--- src/rtl/intc.sv ---
// intc: interrupt controller; latches, masks and prioritises NSRC sources onto one irq with a 4-word register window.
// Ports: clk, rst (async, active-high); src[NSRC] raw requests; irq to CPU; irq_ack CPU entry pulse;
//        addr/wr/rd/wdata/rdata 16-bit register window (0 PEND w1c, 1 MASK, 2 EDGE, 3 CAUSE / EOI on write).
// Optional INTC_SYNC_EN: two-flop synchroniser on every src bit.
module intc #(
  parameter int NSRC = 8
) (
  input  logic            clk,
  input  logic            rst,
  input  logic [NSRC-1:0] src,
  output logic            irq,
  input  logic            irq_ack,
  input  logic [1:0]      addr,
  input  logic            wr,
  input  logic            rd,
  input  logic [15:0]     wdata,
  output logic [15:0]     rdata
);
  logic [NSRC-1:0] s, s_q, pend, pend_n, mask, edge_r, req, set, w1c, ack_clr, edge_chg;
  logic in_service;
  logic [3:0] cause_id, id;
  logic [15:0] rd_val;
`ifdef INTC_SYNC_EN
  logic [NSRC-1:0] sync1, sync2;
  always_ff @(posedge clk or posedge rst)
    if (rst) begin
      sync1 <= '0;
      sync2 <= '0;
    end else begin
      sync1 <= src;
      sync2 <= sync1;
    end
  assign s = sync2;
`else
  assign s = src;
`endif
  assign req      = pend & mask;
  assign irq      = |req & ~in_service;
  assign set      = s & ~s_q & edge_r;
  assign w1c      = (wr && addr == 2'd0) ? wdata[NSRC-1:0] : '0;
  assign edge_chg = (wr && addr == 2'd2) ? (wdata[NSRC-1:0] ^ edge_r) : '0;
  // lowest requesting index wins; 15 marks a spurious ack
  always_comb begin
    id = 4'd15;
    for (int i = NSRC - 1; i >= 0; i--)
      if (req[i]) id = 4'(i);
    for (int i = 0; i < NSRC; i++)
      ack_clr[i] = irq_ack && id == 4'(i);
  end
  // edge set beats any clear; a mode change clears the bit for one cycle
  assign pend_n = ~edge_chg & ((edge_r & (set | (pend & ~(w1c | ack_clr)))) | (~edge_r & s));
  assign rd_val = addr == 2'd0 ? 16'(pend) :
                  addr == 2'd1 ? 16'(mask) :
                  addr == 2'd2 ? 16'(edge_r) : {in_service, 11'b0, cause_id};
  always_ff @(posedge clk or posedge rst)
    if (rst) begin
      s_q        <= '0;
      pend       <= '0;
      mask       <= '0;
      edge_r     <= '0;
      in_service <= 1'b0;
      cause_id   <= 4'd0;
      rdata      <= 16'd0;
    end else begin
      s_q  <= s;
      pend <= pend_n;
      if (wr && addr == 2'd1) mask <= wdata[NSRC-1:0];
      if (wr && addr == 2'd2) edge_r <= wdata[NSRC-1:0];
      if (irq_ack) begin
        in_service <= 1'b1;
        cause_id   <= id;
      end else if (wr && addr == 2'd3) in_service <= 1'b0;
      if (rd) rdata <= rd_val;
    end
endmodule

--- config.mk ---
export PLATFORM = sky130hd
export DESIGN_NAME = intc
export DESIGN_NICKNAME = d
export VERILOG_FILES = /design/src/rtl/intc.sv
export SDC_FILE = /design/constraint.sdc
export NUM_CORES = 1
export LEC_CHECK = 0
export BUFFER_PORTS_ARGS = -buffer_cell sky130_fd_sc_hd__buf_4
export CORE_AREA = 4 4 82 84
export DETAILED_ROUTE_END_ITERATION = 10
export DIE_AREA = 0 0 86 88
export GPL_ROUTABILITY_DRIVEN = 0
export HOLD_SLACK_MARGIN = 0.03
export PLACE_DENSITY = 0.7
export SLEW_MARGIN = 0
export SYNTH_ARGS = -nofsm -noshare
export SYNTH_HDL_FRONTEND = slang
export SYNTH_SLANG_ARGS = --single-unit
--- constraint.sdc ---
create_clock -name clk -period 4.2 [get_ports clk]
set_input_delay 0.42 -clock clk [delete_from_list [all_inputs] [get_ports clk]]
set_output_delay 0.42 -clock clk [all_outputs]
set_load 0.02 [all_outputs]
==> summary.md <==
| Metric | Value |
|---|---|
| Portion of synthesized cell area occupied by the leading cell type | `0.486` |
| Fill count | `570` |
| Share of layout cells above drive strength 1 | `0.275` |
| Number of global-route vias before repair | `1695` |
| Critical path buffer and inverter count | `1` |
| Reported max-cap violation count | `0` |
| Instance area after placement | `0.00260 mm²` |
| Count of pins over their slew limit | `0` |
| Most frequent cells in the layout | `46 x dfrtp_1, 38 x nand2_1, 32 x buf_4` |
| Register bit total from synthesis | `46` |
| Final wirelength | `5.07 mm` |
| Number of warnings reported in the yosys synthesis log | `0` |
| Maximum cell stage delay along the critical path | `0.42 ns` |
| Total CTS buffers | `5` |
| Top Ports | `48` |
| Gate family responsible for the most delay along the worst path | `simple AND/OR/NAND/NOR gates` |
| Post-synthesis instance total | `221` |
| Headroom to the max-slew limit | `0.357` |
| Largest net degree at the start of global routing | `47` |
| Via density per instance | `5.31` |
| Run status | `complete, no violations` |
| Cell breakdown of the critical path | `a22oi_2, nand4_2, nor2_1, nor2_1, buf_4` |
| Synth-to-layout area growth | `13.2%` |
| Setup Viol. Count Final | `0` |
| DRC | `0` |
| Non-filler cells, final | `326` |
| Maximum fanout along the worst path | `6` |
| CTS clk-pin slew, worst paths | `0.09 ns` |
| Final antenna-violating net count | `0` |
| Element type at the critical path start | `register` |
| Cell accounting for the most synthesized area | `dfrtp_1` |
| Dominant combinational cell family by area after synthesis | `simple AND/OR/NAND/NOR gates` |
| Worst-margin pin slew | `0.962 ns` |
| Initial Util | `0.400` |
| Mean routed wirelength per cell | `15.6 µm` |
| Wire length of the first global-routing pass | `8.30 mm` |
| Post-Syn Area | `0.00237 mm²` |
| DP Wirelength | `3.58 mm` |
| Worst path required time | `3.78 ns` |
| Compound-cell area share of the yosys netlist | `0.136` |
| Highest attainable clock frequency | `465 MHz` |
| Number of standard-cell rows in the floorplan | `28` |
| Sum of negative setup slack | `0 ns` |
| Clock Latency Late Sink | `0.31 ns` |
| Total inserted antenna cells | `0` |
| 1st-pass router iterations | `4` |
| Post-layout instance area | `0.00268 mm²` |
| Most common cell after layout, fill and taps aside | `dfrtp_1` |
| Die Width | `86 µm` |
| Shortest period the worst path allows | `2.15 ns` |
| Buffers added on ports | `32` |
| Peak ir drop on the vdd network | `179 µV` |
| Sort of element at the end of the critical path | `output port` |
| Count of flip-flops with a built-in enable after synthesis | `0` |
| Proportion of register bits with asynchronous set or reset after synthesis | `1.00` |
| Post-synthesis cell type count | `45` |
| Xor/xnor cell area share of the yosys netlist | `0.00370` |
| Multiplexer share of the synthesized area | `0.117` |
| Power density normalized to cell area | `427 mW/mm²` |
| Worst clock skew | `0.00659 ns` |
| Cell leakage power | `1.21 nW` |
| Clk Tree Root Cell | `clkbuf_8` |
| Number of antenna violations at the first check in global routing | `0` |
| Most common flop cell mapped by yosys | `dfrtp_1` |
| Cell count after placement | `319` |
| Overall overflow remaining after global route | `0` |
| Clock tree from TritonCTS | `done` |
| Die area | `0.00757 mm²` |
| RSZ-0062 raised after global routing | `no` |
| Number of H-tree branching levels | `2` |
| Hold-fix buffers at CTS | `0` |
| Starting DRC count in detailed routing | `74` |
| Cell types with the largest area share after synthesis | `dfrtp_1 49%, mux2_2 6.2%, nand2_1 6.0%` |
| GRT Total Usage | `0.142` |
| Simple-gate portion of the synthesized area | `0.193` |
| Placeable core region | `0.00592 mm²` |
| Final net count | `282` |
| Portion of the post-synthesis area used by sequential elements | `0.486` |
| Post-Synthesis Mean Instance Area | `10.7 µm²` |
| Number of vias in the routed layout | `1731` |
| Hold Vio Cnt, Final | `0` |
| Worst-case clock buffer depth | `2` |
| Crit path DAT | `1.73 ns` |
| Type of the worst min-delay path | `primary input to register` |
| Post-synthesis adder-cell area fraction | `0` |
| Die Y | `88 µm` |
| Worst R2R Setup Slack | `2.68 ns` |
| Post-route fraction of the period consumed by the critical path | `0.512` |
| Number of gates resized after CTS | `0` |
| Number of clock sinks | `46` |
| CP Class | `register to output port` |
| Post-CTS setup buffers | `0` |
| Most frequent cell on the critical path | `nor2_1` |
| CP max stage cell | `dfrtp_1` |
==> cells in the mapped netlist (4+ instances only) <==
master	n
a21boi_0	5
a21oi_1	22
buf_4	9
dfrtp_1	46
inv_1	7
mux2_2	13
mux2i_1	4
mux4_2	4
nand2_1	38
nand3_1	5
nand4_1	4
nor2_1	12
nor3b_1	5
o21ai_0	4
==> worst register-to-register path, cell delays in order (launching register included) <==
cell and delay (ns):
dfrtp_1 0.42, a22oi_2 0.36, nand4_2 0.22, nor4b_4 0.33
nor4_2 0.08
==> layer usage <==
layer  GRT usage  vias up  part of all wire  wire length [µm]
met3      0.0452        5             0.078               394
met4      0.0432        0             0.010                51
met5           0        -                 0                 0
li1            -      833                 -                 -
met2       0.226       53              0.46              2320
met1       0.186      840              0.45              2310
==> registers in the layout, indices dropped and copies added (netlist names) <==
register    cells
rdata           9
edge_r          8
mask            8
pend            8
s_q             8
cause_id        4
in_service      1
==> cells by family (layout without fill, tap and decap cells) <==
| kind of cell | after synthesis | after routing |
|---|---|---|
| xor gates and xnor gates | 1 | 1 |
| other | 1 | 7 |
| and+or+nand+nor | 81 | 81 |
| AOI/OAI and AO/OA | 49 | 49 |
| buffers and inverters | 22 | 46 |
| muxes | 21 | 21 |
| DFF | 46 | 46 |
==> where the power goes <==
group | switching, W | internal [W] | total [W] | leakage, nW
Clock | 0.000150 | 0.000112 | 0.000262 | 0.0438
Combinational | 0.000151 | 0.000146 | 0.000297 | 0.609
Sequential | 0.0000690 | 0.000518 | 0.000587 | 0.553
==> stage by stage <==
stage               setup WS (ns)  power [W]  utilization  hold WS (ns)
detailed placement           2.38   0.000896        0.440         0.499
global placement             2.41   0.000886        0.440         0.484
floorplan                    2.67   0.000799            -         0.451
finish                       2.05    0.00115        0.453         0.222
global route                 1.93    0.00121        0.453         0.209
CTS                          2.03    0.00116        0.453         0.218
==> worst paths after layout <==
check / from / end / depth (start not counted)
min reg2reg: rdata[2] / rdata[2] / 1
min: src[2] / s_q[2] / 1
max in group asynchronous: rst / s_q[7] / 2
max reg2reg: pend[1] / pend[7] / 4
min in group asynchronous: rst / edge_r[3] / 2
max: pend[1] / irq / 5
==> area by class of cell <==
cell class	count	area, µm²	share of cell area
Clock buffer	5	68.8	0.0257
Clock inverter	2	10.0	0.00373
Inverter	7	26.3	0.00979
Multi-Input combinational cell	159	1090	0.407
Sequential cell	46	1150	0.429
Tap cell	75	93.8	0.0350
Timing Repair Buffer	32	240	0.0896
Note: power is estimated with default switching activity, not from simulation.
